==> src/rtl/lightpix_miso_rx_pkg.sv <==
// ---------------------------------------------------------------------------
// lightpix_rx_pkg
// Shared types and helpers for the LightPix miso-lane UART receiver.
//   rx_state_t    : receiver FSM states
//   PKT_WIDTH     : packet payload width (start/stop bits excluded)
//   odd_parity_ok : 1 when the XOR over all 64 packet bits is 1
// The parity check is only applied by the receiver when the macro
// LIGHTPIX_RX_PARITY_CHECK_EN is defined.
// ---------------------------------------------------------------------------
package lightpix_rx_pkg;

  localparam int PKT_WIDTH = 64;

  typedef enum logic [2:0] {
    WAIT_IDLE = 3'd0,
    IDLE      = 3'd1,
    START     = 3'd2,
    DATA      = 3'd3,
    STOP      = 3'd4,
    BREAK     = 3'd5
  } rx_state_t;

  // Bit 63 carries the parity; a good packet has an odd number of ones.
  function automatic logic odd_parity_ok(input logic [63:0] pkt);
    return ^pkt;
  endfunction

endpackage

==> src/rtl/lightpix_miso_rx_if.sv <==
// ---------------------------------------------------------------------------
// lightpix_miso_rx_if
// Packet stream from the miso receiver to the MCP packet logic.
//   rx_data  : head-of-FIFO packet, bit 0 is the first data bit received
//   rx_valid : a packet is available
//   rx_ready : consumer can take the packet
// Handshake: a packet transfers on every rising clk edge where
// rx_valid & rx_ready is high. rx_valid and rx_data do not depend on
// rx_ready within the cycle, and once rx_valid is high the source holds
// rx_data steady until the transfer happens.
// Modports: master = receiver side, slave = consumer side.
// ---------------------------------------------------------------------------
interface lightpix_miso_rx_if #(
  parameter int WIDTH = 64
);
  logic [WIDTH-1:0] rx_data;
  logic             rx_valid;
  logic             rx_ready;

  modport master (output rx_data, output rx_valid, input rx_ready);
  modport slave  (input rx_data, input rx_valid, output rx_ready);
endinterface

==> src/rtl/lightpix_miso_rx_fifo.sv <==
// ---------------------------------------------------------------------------
// lightpix_rx_fifo
// Packet FIFO between the deserializer and the consumer.
//   clk, reset : clock, asynchronous active-high reset
//   push_i     : write wdata_i (accepted when not full, or full with pop)
//   wdata_i    : packet to store
//   pop_i      : remove the head entry (ignored when empty)
//   rdata_o    : head entry, read straight out of the storage registers
//   full_o     : all FIFO_DEPTH entries occupied
//   empty_o    : no entries
// Pointers are FIFO_BITS+1 wide so full and empty are distinguishable by
// the extra MSB.
// ---------------------------------------------------------------------------
module lightpix_rx_fifo #(
  parameter int WIDTH      = 64,
  parameter int FIFO_DEPTH = 4,
  parameter int FIFO_BITS  = 2
) (
  input  logic             clk,
  input  logic             reset,
  input  logic             push_i,
  input  logic [WIDTH-1:0] wdata_i,
  input  logic             pop_i,
  output logic [WIDTH-1:0] rdata_o,
  output logic             full_o,
  output logic             empty_o
);

  logic [FIFO_BITS:0] wr_q;
  logic [FIFO_BITS:0] rd_q;
  logic [WIDTH-1:0]   mem_q [FIFO_DEPTH];
  logic               do_push;
  logic               do_pop;

  assign empty_o = (wr_q == rd_q);
  assign full_o  = (wr_q[FIFO_BITS] != rd_q[FIFO_BITS]) &&
                   (wr_q[FIFO_BITS-1:0] == rd_q[FIFO_BITS-1:0]);

  // A push into a full FIFO is fine when the head leaves on the same edge:
  // the write lands in the slot being vacated.
  assign do_push = push_i & (~full_o | pop_i);
  assign do_pop  = pop_i & ~empty_o;

  assign rdata_o = mem_q[rd_q[FIFO_BITS-1:0]];

  always_ff @(posedge clk or posedge reset) begin
    if (reset) begin
      wr_q <= '0;
      rd_q <= '0;
      for (int i = 0; i < FIFO_DEPTH; i++) mem_q[i] <= '0;
    end else begin
      if (do_push) begin
        mem_q[wr_q[FIFO_BITS-1:0]] <= wdata_i;
        wr_q <= wr_q + 1'b1;
      end
      if (do_pop) rd_q <= rd_q + 1'b1;
    end
  end

endmodule

==> src/rtl/lightpix_miso_rx.sv <==
// ---------------------------------------------------------------------------
// lightpix_miso_rx
// UART deserializer for one LightPix miso lane. Synchronizes the line,
// recovers start/64-bit/stop frames at OVERSAMPLE clocks per bit and queues
// checked packets in a small FIFO.
//   clk, reset   : receive clock, asynchronous active-high reset
//   miso         : asynchronous serial line, idles high
//   rx           : packet stream (master side of lightpix_miso_rx_if)
//   frame_err    : one-cycle pulse, stop bit sampled low
//   parity_err   : one-cycle pulse, packet failed odd parity
//   overflow     : sticky, good packet dropped on a full FIFO
//   overflow_clr : synchronous clear of overflow (a new overflow wins)
//   rx_state_o   : current FSM state, for observation
// Optional feature macro: LIGHTPIX_RX_PARITY_CHECK_EN. When defined,
// packets with even parity are dropped and flagged on parity_err; when
// undefined, every packet with a good stop bit is queued and parity_err
// stays 0.
// ---------------------------------------------------------------------------
module lightpix_miso_rx
  import lightpix_rx_pkg::*;
#(
  parameter int WIDTH      = PKT_WIDTH,
  parameter int OVERSAMPLE = 4,
  parameter int FIFO_DEPTH = 4,
  parameter int FIFO_BITS  = 2
) (
  input  logic               clk,
  input  logic               reset,
  input  logic               miso,
  lightpix_miso_rx_if.master rx,
  output logic               frame_err,
  output logic               parity_err,
  output logic               overflow,
  input  logic               overflow_clr,
  output rx_state_t          rx_state_o
);

  localparam int CW = $clog2(OVERSAMPLE);
  localparam int BW = $clog2(WIDTH);
  localparam logic [CW-1:0] HALF_M1  = CW'(OVERSAMPLE / 2 - 1);
  localparam logic [CW-1:0] FULL_M1  = CW'(OVERSAMPLE - 1);
  localparam logic [BW-1:0] LAST_BIT = BW'(WIDTH - 1);

  logic [1:0]       sync_q;
  logic             s;
  rx_state_t        state_q;
  logic [CW-1:0]    cnt_q;
  logic [BW-1:0]    bits_q;
  logic [WIDTH-1:0] shift_q;
  logic             frame_err_q;
  logic             parity_err_q;
  logic             overflow_q;
  logic             parity_fail;
  logic             stop_sample;
  logic             push;
  logic             pop;
  logic             fifo_full;
  logic             fifo_empty;
  logic [WIDTH-1:0] fifo_rdata;

  // Two-flop synchronizer; resets to the idle level so reset never looks
  // like a start bit.
  always_ff @(posedge clk or posedge reset) begin
    if (reset) sync_q <= 2'b11;
    else       sync_q <= {sync_q[0], miso};
  end
  assign s = sync_q[1];

`ifdef LIGHTPIX_RX_PARITY_CHECK_EN
  assign parity_fail = ~odd_parity_ok(shift_q);
`else
  assign parity_fail = 1'b0;
`endif

  // The stop sample cycle: shift_q holds the complete packet here, and the
  // push is taken on the edge that closes this cycle.
  assign stop_sample = (state_q == STOP) && (cnt_q == '0);
  assign push        = stop_sample & s & ~parity_fail;
  assign pop         = rx.rx_valid & rx.rx_ready;

  // Receiver FSM. cnt_q counts down to the next sample point; in WAIT_IDLE
  // it counts consecutive high cycles instead.
  always_ff @(posedge clk or posedge reset) begin
    if (reset) begin
      state_q      <= WAIT_IDLE;
      cnt_q        <= '0;
      bits_q       <= '0;
      shift_q      <= '0;
      frame_err_q  <= 1'b0;
      parity_err_q <= 1'b0;
    end else begin
      frame_err_q  <= 1'b0;
      parity_err_q <= 1'b0;
      case (state_q)
        WAIT_IDLE: begin
          if (!s) begin
            cnt_q <= '0;
          end else if (cnt_q == FULL_M1) begin
            cnt_q   <= '0;
            state_q <= IDLE;
          end else begin
            cnt_q <= cnt_q + 1'b1;
          end
        end
        IDLE: begin
          if (!s) begin
            state_q <= START;
            cnt_q   <= HALF_M1;
          end
        end
        START: begin
          if (cnt_q == '0) begin
            if (!s) begin
              state_q <= DATA;
              cnt_q   <= FULL_M1;
              bits_q  <= '0;
            end else begin
              // Line went back high mid start bit: treat as a glitch.
              state_q <= IDLE;
            end
          end else begin
            cnt_q <= cnt_q - 1'b1;
          end
        end
        DATA: begin
          if (cnt_q == '0) begin
            shift_q <= {s, shift_q[WIDTH-1:1]};
            cnt_q   <= FULL_M1;
            if (bits_q == LAST_BIT) state_q <= STOP;
            else                    bits_q  <= bits_q + 1'b1;
          end else begin
            cnt_q <= cnt_q - 1'b1;
          end
        end
        STOP: begin
          if (cnt_q == '0) begin
            if (s) begin
              state_q      <= IDLE;
              parity_err_q <= parity_fail;
            end else begin
              state_q     <= BREAK;
              frame_err_q <= 1'b1;
            end
          end else begin
            cnt_q <= cnt_q - 1'b1;
          end
        end
        BREAK: begin
          if (s) state_q <= IDLE;
        end
        default: state_q <= WAIT_IDLE;
      endcase
    end
  end

  // Overflow: a good packet arriving at a full FIFO with no pop that edge.
  always_ff @(posedge clk or posedge reset) begin
    if (reset)                           overflow_q <= 1'b0;
    else if (push & fifo_full & ~pop)    overflow_q <= 1'b1;
    else if (overflow_clr)               overflow_q <= 1'b0;
  end

  lightpix_rx_fifo #(
    .WIDTH      (WIDTH),
    .FIFO_DEPTH (FIFO_DEPTH),
    .FIFO_BITS  (FIFO_BITS)
  ) u_fifo (
    .clk     (clk),
    .reset   (reset),
    .push_i  (push),
    .wdata_i (shift_q),
    .pop_i   (pop),
    .rdata_o (fifo_rdata),
    .full_o  (fifo_full),
    .empty_o (fifo_empty)
  );

  assign rx.rx_valid = ~fifo_empty;
  assign rx.rx_data  = fifo_rdata;
  assign frame_err   = frame_err_q;
  assign parity_err  = parity_err_q;
  assign overflow    = overflow_q;
  assign rx_state_o  = state_q;

endmodule

==> src/flat_wrapper.sv <==
// flat-port wrapper written by rule: the top's interface ports become plain ports
module lightpix_miso_rx_flat import lightpix_rx_pkg::*;
#(
  parameter int WIDTH      = PKT_WIDTH,
  parameter int OVERSAMPLE = 4,
  parameter int FIFO_DEPTH = 4,
  parameter int FIFO_BITS  = 2
)
  (clk, reset, miso, frame_err, parity_err, overflow, overflow_clr, rx_state_o, rx_rx_data, rx_rx_valid, rx_rx_ready);
  lightpix_miso_rx_if #(.WIDTH(WIDTH)) rx_i ();
  input  logic clk;
  input  logic reset;
  input  logic miso;
  output logic frame_err;
  output logic parity_err;
  output logic overflow;
  input  logic overflow_clr;
  output rx_state_t rx_state_o;
  output wire logic [$bits(rx_i.rx_data)-1:0] rx_rx_data;
  output wire logic [$bits(rx_i.rx_valid)-1:0] rx_rx_valid;
  input wire logic [$bits(rx_i.rx_ready)-1:0] rx_rx_ready;
  assign rx_rx_data = rx_i.rx_data;
  assign rx_rx_valid = rx_i.rx_valid;
  assign rx_i.rx_ready = rx_rx_ready;
  lightpix_miso_rx #(.WIDTH(WIDTH), .OVERSAMPLE(OVERSAMPLE), .FIFO_DEPTH(FIFO_DEPTH), .FIFO_BITS(FIFO_BITS)) u_core (.clk(clk), .reset(reset), .miso(miso), .rx(rx_i), .frame_err(frame_err), .parity_err(parity_err), .overflow(overflow), .overflow_clr(overflow_clr), .rx_state_o(rx_state_o));
endmodule
==> config.mk <==
export PLATFORM = sky130hd
export DESIGN_NAME = lightpix_miso_rx_flat
export DESIGN_NICKNAME = d
export VERILOG_FILES = /design/src/rtl/lightpix_miso_rx_pkg.sv /design/src/rtl/lightpix_miso_rx_if.sv /design/src/rtl/lightpix_miso_rx_fifo.sv /design/src/rtl/lightpix_miso_rx.sv /design/src/flat_wrapper.sv
export SDC_FILE = /design/constraint.sdc
export NUM_CORES = 1
export LEC_CHECK = 0
export BUFFER_PORTS_ARGS = -buffer_cell sky130_fd_sc_hd__buf_2
export CORE_MARGIN = 2
export CORE_UTILIZATION = 61
export CTS_CLUSTER_SIZE = 30
export DETAILED_ROUTE_END_ITERATION = 12
export PLACE_DENSITY_LB_ADDON = 0.3
export REMOVE_ABC_BUFFERS = 1
export SLEW_MARGIN = 30
export SYNTH_ARGS = -nofsm -noshare
export SYNTH_HDL_FRONTEND = slang
export SYNTH_SLANG_ARGS = --single-unit
==> constraint.sdc <==
create_clock -name clk -period 17.1 [get_ports clk]
set_clock_uncertainty 0.15 [all_clocks]
set_input_delay 3.42 -clock clk [delete_from_list [all_inputs] [get_ports clk]]
set_output_delay 3.42 -clock clk [all_outputs]
set_load 0.02 [all_outputs]
==> reports/qor.yml <==
gp_congestion: 0.753
leakage_nw: 8.48
seq_area_um2: 8540
yosysWarnings: 0
synthCells: 873
cts_sinks: 341
cts.path.max_buffers: 3
postCtsHoldBufs: 0
cp-start-kind: "flop"
dp_slack_ns: 11.05
hold_path_class: "reg2reg"
crit_fanout: 38
drt.antenna.violating_nets: 0
routed-via-count: 7638
die_y_um: 160
crit_required_ns: 13.53
grt_use_total_pct: 21.5
grt_pass1_vias: 8153
postCtsSetupBuffers: 0
synth_seq_cells: 341
post_dp_cell_area_um2: 15400
drt_pass1_iterations: 4
grt_first_pass_wirelength_mm: 44.1
cp_slowest_cell: "dfrtp_4"
period_needed_ns: 6.51
die-area_um2: 25700
synth_ff_type: "dfrtp_1"
core-area_um2: 24200
max_slew_margin_pct: 45.9
synth-edff-count: 0
seq_area_frac_synth_pct: 57.3
antenna_found_initial: 0
avgSynthCellArea_um2: 17.1
fin_nets: 957
drive_gt1_share_pct: 55.8
rows: 57
hold_viol_final: 0
clockRootBuffer: "clkbuf_16"
ir_worst_vdd_uv: 67.0
fin_ws_ns: 10.59
synthToLayoutAreaGrowth_pct: 11.5
dp_hpwl_mm: 14.3
ff2ff_setup_slack_ns: 13.56
dp_cells: 1230
routed_wl_mm: 26.4
cts_tree: "yes"
path_clk_slew_ns: 0.06
port_buffers: 74
path_class: "reg2out"
drc_errors: 0
pwr_density_cell_nw_per_um2: 108
crit_path_max_incr_delay_ns: 0.94
power_mw: 1.80
slew_viol_final: 0
ys_async_sr_fraction_pct: 100
endpoint_kind: "output port"
cts_buffers: 35
synth_cell_types: 48
ctsResizeCount: 0
final_cells: 1292
drv_cap: 0
multi_input_area_um2: 5970
antenna_cells: 0
setup_viol: 0
critPathCapture: "rx_rx_data[15]"
critPathLaunch: "u_core.u_fifo.rd_q[0]"
first_iter_violations: 453
r2r-end: "u_core.u_fifo.mem_q[1]"
fin_crit_sh_pct: 38.1
rsz0062_at_grt: "no"
grt_max_degree: 106
initial_core_util_pct: 61.6
die_x_um: 160
worst_slew_pin_slew_ns: 0.812
grt-ovfl-total: 0
rr_worst_depth: 5
stdcell_area_um2: 16600
regToRegStartpoint: "u_core.u_fifo.rd_q[0]"
fin_util_pct: 68.7
max_freq_mhz: 154
avgViaCountPerCell: 5.91
io_pins: 76
fill_cells: 1592
status: "complete, no violations"
clk_latency_ns: 0.51
htree_num_levels: 2
finalSetupTns_ns: 0
path_cells: "buf_4 > mux4_2 > buf_2"
wl_per_cell_um: 20.5
arrival_ns: 2.94
netlist_area_um2: 14900
fin_hold_ws_ns: 0.207
layout make-up:
type | instances | share of cell area (%)
Tap cell | 324 | 2.44
Multi-Input combinational cell | 474 | 35.9
Clock inverter | 11 | 0.813
Sequential cell | 341 | 51.4
Timing Repair Buffer | 83 | 2.75
Clock buffer | 51 | 6.43
Inverter | 8 | 0.226
worst max-delay path: cells and delay by family, from the launching register on:
family / cells / cell delay, ns
muxes: 1 / 0.62
buffers and inverters: 2 / 0.85
DFF: 1 / 0.94
how the worst min path moves through the flow:
stage	start	to	slack, ns	cells after the start
2_1_floorplan	u_core.sync_q[0]	u_core.sync_q[1]	0.20	0
3_3_place_gp	u_core.sync_q[0]	u_core.sync_q[1]	0.20	0
3_5_place_dp	u_core.sync_q[0]	u_core.sync_q[1]	0.20	0
4_1_cts	u_core.sync_q[0]	u_core.sync_q[1]	0.21	0
5_1_grt	u_core.sync_q[0]	u_core.sync_q[1]	0.21	0
6_report	u_core.sync_q[0]	u_core.sync_q[1]	0.21	0
per-layer routing:
| layer | global-route usage [%] | routed length (µm) | share of wire (%) |
|---|---|---|---|
| met1 | 32.6 | 12500 | 47 |
| met2 | 34.1 | 12800 | 48 |
| met3 | 3.17 | 846 | 3.2 |
| met4 | 4.22 | 303 | 1.1 |
| met5 | 0 | 0 | 0 |
sequential cells by signal (all words and copies together) (netlist names):
name / flops
u_core.u_fifo.rd_q: 3
u_core.cnt_q: 2
u_core.overflow: 1
u_core.rx_state_o: 3
u_core.bits_q: 6
u_core.shift_q: 64
u_core.frame_err: 1
u_core.u_fifo.mem_q: 256
u_core.u_fifo.wr_q: 3
u_core.sync_q: 2
synth_stat cells, drive strengths merged (3+ instances only):
cell    instances  area share [%]
a21oi           3            0.10
and3            3            0.13
buf            44             2.5
clkbuf          6            0.15
dfrtp         339              57
ha              9            0.76
inv             8            0.20
mux2          325              26
mux4           64             9.7
nand2           9            0.23
nand2b          3            0.13
nand3           8            0.55
nor2            9            0.34
nor3            4            0.13
nor4            3            0.13
o21ai           3            0.10
xnor2           6            0.35
power breakdown:
| part | total, mW | internal, mW | switching, mW |
|---|---|---|---|
| Clock | 0.784 | 0.479 | 0.305 |
| Sequential | 0.857 | 0.829 | 0.0289 |
| Combinational | 0.158 | 0.0668 | 0.0915 |
| Total | 1.80 | 1.37 | 0.425 |
cells by family after synthesis:
group / synth area share [%]
mux: 35.6
flops: 57.3
buf+inv: 2.81
simple gates: 2.06
compound gates: 1.07
fa+ha+maj: 0.756
xor+xnor: 0.412
other cells: 0.0252
layout by cell type, fill, tap and decap left out, types with 4 or more instances in the layout:
master and count:
dfrtp_1 337, mux2_2 272, buf_2 74, mux4_2 64, mux2_4 50, clkbuf_16 37
ha_1 9, clkbuf_8 9, nand2_1 8, nor2_1 8, inv_1 7, xnor2_1 6
clkinv_2 6, clkbuf_1 5, buf_6 5, nand3_4 4, nand3_1 4, nor3_1 4
buf_4 4
Power figures use the tool's default switching activity.
